[config.mk]
export PLATFORM = sky130hd
export DESIGN_NAME = vc_dest_arbiter
export DESIGN_NICKNAME = d
export VERILOG_FILES = /design/src/rtl/vc_arb_pkg.sv /design/src/rtl/vc_arb_push_counter.sv /design/src/rtl/vc_dest_arbiter.sv
export SDC_FILE = /design/constraint.sdc
export NUM_CORES = 1
export LEC_CHECK = 0
export BUFFER_PORTS_ARGS = -buffer_cell sky130_fd_sc_hd__buf_2
export CAP_MARGIN = 25
export CORE_UTILIZATION = 40
export CTS_BUF_LIST = sky130_fd_sc_hd__clkbuf_16
export CTS_CLUSTER_SIZE = 10
export DETAILED_ROUTE_END_ITERATION = 7
export HOLD_SLACK_MARGIN = 0.15
export PLACE_DENSITY_LB_ADDON = 0.1
export SYNTH_ARGS = -nofsm -noshare
export SYNTH_HDL_FRONTEND = slang
export SYNTH_HIERARCHICAL = 1
export SYNTH_SLANG_ARGS = --single-unit
[constraint.sdc]
create_clock -name clk -period 1.61 [get_ports clk]
set_input_delay 0.0805 -clock clk [delete_from_list [all_inputs] [get_ports clk]]
set_output_delay 0.0805 -clock clk [all_outputs]
set_load 0.01 [all_outputs]
[src/rtl/vc_arb_pkg.sv]
// Shared types and constants for the VC-to-destination arbiter.
// Optional round-robin tie-break is enabled with `define VC_ARB_RR_EN.
package vc_arb_pkg;
    typedef enum logic [1:0] {
        ST_INIT   = 2'd0,
        ST_IDLE   = 2'd1,
        ST_ACTIVE = 2'd2
    } arb_state_e;

    localparam int NUM_DEST   = 4;
    localparam int DEF_DATA_W = 6;
    localparam int DEF_CNT_W  = 5;
    localparam int DEST_MSB   = DEF_DATA_W - 1;
    localparam int DEST_LSB   = DEF_DATA_W - 2;
    localparam int DEST_W     = DEST_MSB - DEST_LSB + 1;

    function automatic logic [NUM_DEST-1:0] dest_onehot(input logic [DEST_W-1:0] d);
        logic [NUM_DEST-1:0] r;
        r    = '0;
        r[d] = 1'b1;
        return r;
    endfunction
endpackage

[src/rtl/vc_arb_push_counter.sv]
// Wrapping push counter for one destination; holds unless inc is high.
module vc_arb_push_counter
    import vc_arb_pkg::*;
#(
    parameter int CNT_W = DEF_CNT_W
) (
    input  logic             clk,
    input  logic             reset,
    input  logic             inc,
    output logic [CNT_W-1:0] count
);
    logic [CNT_W-1:0] count_q;
    logic [CNT_W-1:0] count_d;

    always_comb begin
        count_d = count_q;
        if (inc) begin
            count_d = count_q + CNT_W'(1);
        end
    end

    always_ff @(posedge clk) begin
        if (!reset) begin
            count_q <= '0;
        end else begin
            count_q <= count_d;
        end
    end

    assign count = count_q;
endmodule

[src/rtl/vc_dest_arbiter.sv]
// Pops VC0/VC1, routes each word by its top two bits to one of four destinations.
// `define VC_ARB_RR_EN switches the VC tie-break from strict VC0 priority to round-robin.
module vc_dest_arbiter
    import vc_arb_pkg::*;
#(
    parameter int DATA_W = DEF_DATA_W,
    parameter int CNT_W  = DEF_CNT_W
) (
    input  logic                clk,
    input  logic                reset,
    input  logic                init,
    input  logic                vc0_empty,
    input  logic                vc1_empty,
    input  logic [DATA_W-1:0]   vc0_head,
    input  logic [DATA_W-1:0]   vc1_head,
    input  logic [DATA_W-1:0]   vc0_data,
    input  logic [DATA_W-1:0]   vc1_data,
    input  logic [NUM_DEST-1:0] dest_full,
    input  logic [NUM_DEST-1:0] dest_almost_full,
    output logic                vc0_pop,
    output logic                vc1_pop,
    output logic [NUM_DEST-1:0] dest_push,
    output logic [DATA_W-1:0]   dest_data,
    input  logic [DEST_W-1:0]   cnt_sel,
    output logic [CNT_W-1:0]    cnt_out,
    output logic                idle
);
    arb_state_e          state_q, state_d;
    logic                pop0_q, pop0_d, pop1_q, pop1_d;
    logic [DEST_W-1:0]   dest1_q, dest1_d;
    logic                v2_q, v2_d, sel2_q, sel2_d;
    logic [DEST_W-1:0]   dest2_q, dest2_d;
    logic [NUM_DEST-1:0] push_q, push_d;
    logic [DATA_W-1:0]   data_q, data_d;

    logic [DEST_W-1:0] d0, d1;
    logic              run, elig0, elig1, grant0, grant1;
    logic              unused_head_bits;

    assign d0 = vc0_head[DATA_W-1 -: DEST_W];
    assign d1 = vc1_head[DATA_W-1 -: DEST_W];
    assign unused_head_bits = ^{vc0_head[DATA_W-DEST_W-1:0], vc1_head[DATA_W-DEST_W-1:0]};

`ifdef VC_ARB_RR_EN
    logic last1_q, last1_d;
`endif

    // A VC popped this cycle still shows the popped word as its head, so it sits out one cycle.
    always_comb begin
        run    = init && (state_q != ST_INIT);
        elig0  = run && !vc0_empty && !dest_full[d0] && !dest_almost_full[d0] && !pop0_q;
        elig1  = run && !vc1_empty && !dest_full[d1] && !dest_almost_full[d1] && !pop1_q;
        grant0 = elig0;
        grant1 = elig1 && !elig0;
`ifdef VC_ARB_RR_EN
        if (elig0 && elig1) begin
            grant0 = last1_q;
            grant1 = !last1_q;
        end
`endif
    end

    always_comb begin
        state_d = state_q;
        pop0_d  = grant0;
        pop1_d  = grant1;
        dest1_d = grant1 ? d1 : d0;
        v2_d    = pop0_q || pop1_q;
        sel2_d  = pop1_q;
        dest2_d = dest1_q;
        push_d  = v2_q ? dest_onehot(dest2_q) : '0;
        data_d  = !v2_q ? '0 : (sel2_q ? vc1_data : vc0_data);
`ifdef VC_ARB_RR_EN
        last1_d = grant1 ? 1'b1 : (grant0 ? 1'b0 : last1_q);
`endif
        case (state_q)
            ST_INIT:   if (init) state_d = ST_IDLE;
            ST_IDLE:   if (grant0 || grant1) state_d = ST_ACTIVE;
            ST_ACTIVE: if (!grant0 && !grant1 && !pop0_q && !pop1_q && !v2_q) state_d = ST_IDLE;
            default:   state_d = ST_INIT;
        endcase
        // Dropping init abandons whatever is in flight; counters are left alone.
        if (!init) begin
            state_d = ST_INIT;
            pop0_d  = 1'b0;
            pop1_d  = 1'b0;
            v2_d    = 1'b0;
            push_d  = '0;
            data_d  = '0;
        end
    end

    always_ff @(posedge clk) begin
        if (!reset) begin
            state_q <= ST_INIT;
            pop0_q  <= 1'b0;
            pop1_q  <= 1'b0;
            dest1_q <= '0;
            v2_q    <= 1'b0;
            sel2_q  <= 1'b0;
            dest2_q <= '0;
            push_q  <= '0;
            data_q  <= '0;
`ifdef VC_ARB_RR_EN
            last1_q <= 1'b1;
`endif
        end else begin
            state_q <= state_d;
            pop0_q  <= pop0_d;
            pop1_q  <= pop1_d;
            dest1_q <= dest1_d;
            v2_q    <= v2_d;
            sel2_q  <= sel2_d;
            dest2_q <= dest2_d;
            push_q  <= push_d;
            data_q  <= data_d;
`ifdef VC_ARB_RR_EN
            last1_q <= last1_d;
`endif
        end
    end

    logic [CNT_W-1:0] cnt [NUM_DEST];

    for (genvar gi = 0; gi < NUM_DEST; gi++) begin : g_cnt
        vc_arb_push_counter #(.CNT_W(CNT_W)) u_cnt (
            .clk   (clk),
            .reset (reset),
            .inc   (push_q[gi]),
            .count (cnt[gi])
        );
    end

    assign vc0_pop   = pop0_q;
    assign vc1_pop   = pop1_q;
    assign dest_push = push_q;
    assign dest_data = data_q;
    assign cnt_out   = cnt[cnt_sel];
    assign idle      = (state_q == ST_IDLE);
endmodule
---- After elaboration in Yosys (flattened, before gate mapping) ----
Cells that the tools add are included.
storage, ports and cells
  bits of input ports ..................... 39
  bits in registers ....................... 40
  output and inout port bits .............. 18
  logic and storage cells ................. 78
operators by class
  add/subtract/negate cells ............... 4
  reductions and logical operators ........ 33
  bitwise logic cells ..................... 1
  mux-type cells .......................... 18
  magnitude comparators ................... 5
  equality and inequality tests ........... 4
operators by type and width
  kind                                                               number
  adder 5 x 1 -> 5 bit, second input constant                        4
  logical AND 1 bit                                                  15
  logical NOT 1 bit                                                  11
  binary-select mux 5 bit (select 2 bit)                             1
  two-way mux 5 bit                                                  2
  less-than comparator 2 x 3 -> 1 bit, second input constant         3
  binary-select mux 1 bit (select 2 bit)                             4
  two-way mux 2 bit                                                  3
  two-way mux 6 bit                                                  1
  one-hot mux 2 bit (3 select lines)                                 1
  two-way mux 1 bit                                                  5
  AND reduction 2 bit                                                2
  greater-or-equal comparator 3 bit, second input constant           1
  inverter 2 -> 3 bit                                                1
  AND reduction 3 bit                                                1
  demux 1 bit (select 2 bit)                                         1
  equality test 2 x 1 -> 1 bit, second input constant                1
  equality test 2 bit, second input constant                         1
  greater-or-equal comparator 2 x 1 -> 1 bit, second input constant  1
  logical NOT 2 bit                                                  1
  logical OR 1 bit                                                   2
  inequality test 2 x 1 -> 1 bit, second input constant              1
  inequality test 2 bit, second input constant                       1
  nonzero test 2 bit                                                 1

---- Longest topological paths before layout ----
  word-level depth ........................ 15
  mapped depth ............................ 5
  depth with buffers taken out ............ 5

---- By module ----
Netlist, hierarchy kept.
by module, submodules not included
  module               area an instance (sq um)  seq. area each (sq um)  times used  cells each
  vc_arb_push_counter  225.2                     100.1                   4           23
  vc_dest_arbiter      880.8                     400.4                   1           86

---- Worst setup path before layout ----
Ideal clock, no wire load.
  path kind ............................... register to register
  from .................................... register pop0_q, in the netlist vc0_pop
  to ...................................... register dest1_q[0]
  library setup time ...................... 0.119 ns
  cell stages (with the launch flop) ...... 6
  setup slack ............................. 0.314 ns
  arrival ................................. 1.177 ns
  period minus slack after synthesis ...... 1.296 ns
  path through ............................ dfxtp_1 > nor2_1 > o21ai_0 > or4_1 > nand3_1 > a21oi_1
on the way
  cells in the longest elaborated chain, start to end .. 5
RTL lines
  item                    RTL line                RTL
  from (decl)             vc_dest_arbiter.sv:29   logic pop0_q, pop0_d, pop1_q, pop1_d;
  from (signal assigned)  vc_dest_arbiter.sv:109  pop0_q <= pop0_d;
  logical NOT 1 bit       vc_dest_arbiter.sv:51   elig0 = run && !vc0_empty && !dest_full[d0] && !dest_almost_full[d0] && !pop0_q;
  logical AND 1 bit       vc_dest_arbiter.sv:51
  logical NOT 1 bit       vc_dest_arbiter.sv:54   grant1 = elig1 && !elig0;
  logical AND 1 bit       vc_dest_arbiter.sv:54
  two-way mux 2 bit       vc_dest_arbiter.sv:67   dest1_d = grant1 ? d1 : d0;
  to (signal assigned)    vc_dest_arbiter.sv:111  dest1_q <= dest1_d;
  to (decl)               vc_dest_arbiter.sv:30   logic [DEST_W-1:0] dest1_q, dest1_d;
No other way between the ends.
A chain may end at the register's enable or synchronous reset.

---- Worst setup path after layout ----
  from .................................... input vc0_head[4]
  to ...................................... register dest1_q[0]
on the way
  cells in the longest elaborated chain, start to end .. 9
  elaborated cells on any way between the ends .. 12
  those cells by class .................... mux: 5; reduce/logical: 7
RTL lines
  item                                     RTL line               RTL
  from (decl)                              vc_dest_arbiter.sv:14  input logic [DATA_W-1:0] vc0_head,
  binary-select mux 1 bit (select 2 bit)   vc_dest_arbiter.sv:51
  two-way mux 1 bit (implied by the code)  vc_dest_arbiter.sv:51
  logical NOT 1 bit                        vc_dest_arbiter.sv:51
  logical AND 1 bit (3 in a row)           vc_dest_arbiter.sv:51
  logical NOT 1 bit                        vc_dest_arbiter.sv:54
  logical AND 1 bit                        vc_dest_arbiter.sv:54
  two-way mux 2 bit *                      vc_dest_arbiter.sv:67
Every way passes the cells marked *; elsewhere a longest branch is shown, timed or not. The select of a mux whose other input is x is not followed.

==> results.sh <==
export IMPL_highest_layer="met4"
export IMPL_avgViaCountPerCell=5.162
export IMPL_met3_length_um=174
export IMPL_ant_nets=0
export IMPL_powerDensity_nw_per_um2=927.8
export IMPL_cts_sinks=40
export IMPL_hp_class="in2reg"
export IMPL_num_antenna_cells=0
export IMPL_drc_errors=0
export IMPL_synthesis_nets=221
export IMPL_synth_seq_cells=40
export IMPL_ff_latch_area_sq_um=800.8
export IMPL_timing_final_ws_setup_ps=30.17
export IMPL_gp_congestion=0.8035
export IMPL_wl_met2_um=1968
export IMPL_fillerInstances=360
export IMPL_grt_pass1_wl_um=6279
export IMPL_via_count=1533
export IMPL_max_freq_mhz=633.0
export IMPL_drtIter0Drc=21
export IMPL_seq_area_frac_synth_pct=44.94
export IMPL_mostFrequentLayoutCell="buf_2"
export IMPL_clk_path_buf_depth=2
export IMPL_min_from="init"
export IMPL_synthToLayoutAreaGrowth_pct=36.17
export IMPL_finalCritPeriodShare_pct=98.13
export IMPL_initial_core_util_pct=43.00
export IMPL_criticalPathCategory="in2reg"
export IMPL_ios=57
export IMPL_postSynthAreaPerCell_sq_um=10.01
export IMPL_reg2reg_from="sel2_q"
export IMPL_pre_cts_slack_ps=186.0
export IMPL_clockRootBuffer="clkbuf_16"
export IMPL_p_leak_nw=1.093
export IMPL_avgRoutedWirePerCell_um=13.53
export IMPL_synthTopCellsByArea="dfxtp_1, mux2i_1, mux4_2"
export IMPL_arrival_ps=1740
export IMPL_crit_fanout=5
export IMPL_grt_usage_pct=18.46
export IMPL_min_period_ps=1580
export IMPL_cts_tree="done"
export IMPL_setup_worst_path_end_class="register"
export IMPL_drive_gt1_share_pct=27.94
export IMPL_crit_required_ps=1770
export IMPL_fin_nets=289
export IMPL_worstMarginPinSlew_ps=380.4
export IMPL_final_cell_mix="buf_2, dfxtp_1, nor2_1"
export IMPL_synth_top_area_share_pct=44.94
export IMPL_grt_pass1_vias=1426
export IMPL_syn_area_sq_um=1782
export IMPL_dp_hpwl_um=2904
export IMPL_yosys_area_top_type="dfxtp_1"
export IMPL_die_h_um=68.74
export IMPL_final_max_slew_viol_count=0
export IMPL_routed_wl_um=4019
export IMPL_num_rows=23
export IMPL_max_slew_margin_pct=74.47
export IMPL_clkTransAtPathRegs_ps=50
export IMPL_antenna_found_initial=0
export IMPL_overflow=0
export IMPL_met1Wirelength_um=1802
export IMPL_cap_violations=0
export IMPL_fin_worst_skew_ps=3.787
export IMPL_vdd_drop_max_v=0.0005307
export IMPL_clk_latency_ps=280
export IMPL_tns_ps=0
export IMPL_netlist_instances=178
export IMPL_finalSetupViolCount=0
export IMPL_core_area_sq_um=4144
export IMPL_multi_input_area_sq_um=940.9
export IMPL_die_x_um=68.74
export IMPL_grt_max_degree=17
export IMPL_critPathLaunch="vc0_head[4]"
export IMPL_cts_max_level=2
export IMPL_yosysWarnings=6
export IMPL_crit_path_start_kind="primary input"
export IMPL_cts_buffers=5
export IMPL_firstDrtPassIters=4
export IMPL_finalHoldViolCount=0
export IMPL_portBuffers=48
export IMPL_status="finished, final reports clean"
export IMPL_dieArea_sq_um=4725
export IMPL_synth_cell_types=29
export IMPL_hold_slack_ps=177.9
## cells in the mapped netlist
cell / instances
a21bo_1: 4
ha_1: 4
buf_4: 4
o21ai_1: 1
xnor2_1: 4
inv_1: 8
mux2i_1: 18
and2_4: 1
nand4_1: 8
and2_1: 3
dfxtp_1: 40
a2111oi_2: 1
o21ai_0: 4
clkbuf_1: 2
nor3_1: 5
o311ai_1: 1
or4_1: 1
nand2_1: 10
nor3b_1: 2
and3_1: 1
nand2b_1: 10
a21oi_1: 7
nand3b_1: 4
nor4_2: 1
nor2_1: 23
or3_1: 1
a211oi_1: 1
mux4_2: 6
nand3_1: 3
## kinds of logic (layout without fill, tap and decap cells)
group,Yosys count,count (layout),share of synthesized area (%)
simple gates,73,73,21.42
flops,40,40,44.94
mux,24,24,17.70
compound gates,19,19,7.373
buf+inv,14,83,3.792
fa+ha+maj,4,4,2.809
xor+xnor,4,4,1.966
## final timing paths
path                   to  slack [ps]  cells after the start
min            state_q[0]         180                      3
max            dest1_q[0]          30                      7
min reg2reg    dest2_q[0]         430                      1
max reg2reg  dest_data[2]         130                      3
## critical path: stages
cell and delay (ps):
dlygate4sd3_1 530, buf_2 160, nor3_2 130, a211oi_2 80, or4_1 580, nand3_1 120
a21oi_1 60
## power by group
group	switching [mW]	leakage [nW]	internal, mW	total, mW
Clock	0.373	0.0850	0.722	1.10
Sequential	0.00343	0.323	0.997	1.00
Combinational	0.0693	0.685	0.0861	0.155
## repair_timing
action | CTS | global route
gates resized for setup | 0 | 6
hold buffers | 18 | 0
endpoints found under the setup margin | 0 | 4
buffers inserted | 0 | 0
hold endpoints to repair | 9 | 0
## area by class of cell
cell class,instances,area share [%]
Clock inverter,3,1.599
Inverter,8,1.238
Tap cell,50,2.579
Timing Repair Buffer,67,17.64
Clock buffer,5,5.157
Sequential cell,40,33.01
Multi-Input combinational cell,124,38.78
## metrics by stage
step | util (%) | instances | power, mW | area, sq um
floorplan | - | 178 | 1.073 | 1782
global placement | 49.58 | 271 | 1.129 | 2054
CTS | 57.88 | 297 | 2.261 | 2399
finish | 58.54 | 297 | 2.251 | 2426
detailed placement | 49.58 | 271 | 1.135 | 2054
global route | 58.54 | 297 | 2.324 | 2426
## flip-flops by register name (all words and copies together), names as in the netlist
register and cells:
dest2_q 2, v2_q 1, dest1_q 2, sel2_q 1
vc1_pop 1, dest_push 4, state_q 2, g_cnt.u_cnt/count 20
vc0_pop 1, dest_data 6
## metal layers
metal / vias to the layer above / GRT usage [%]
met1: 723 / 22.11
met3: 10 / 5.099
met5: - / 0
li1: 761 / -
met2: 39 / 31.86
met4: 0 / 5.867
Power figures use the tool's default switching activity.
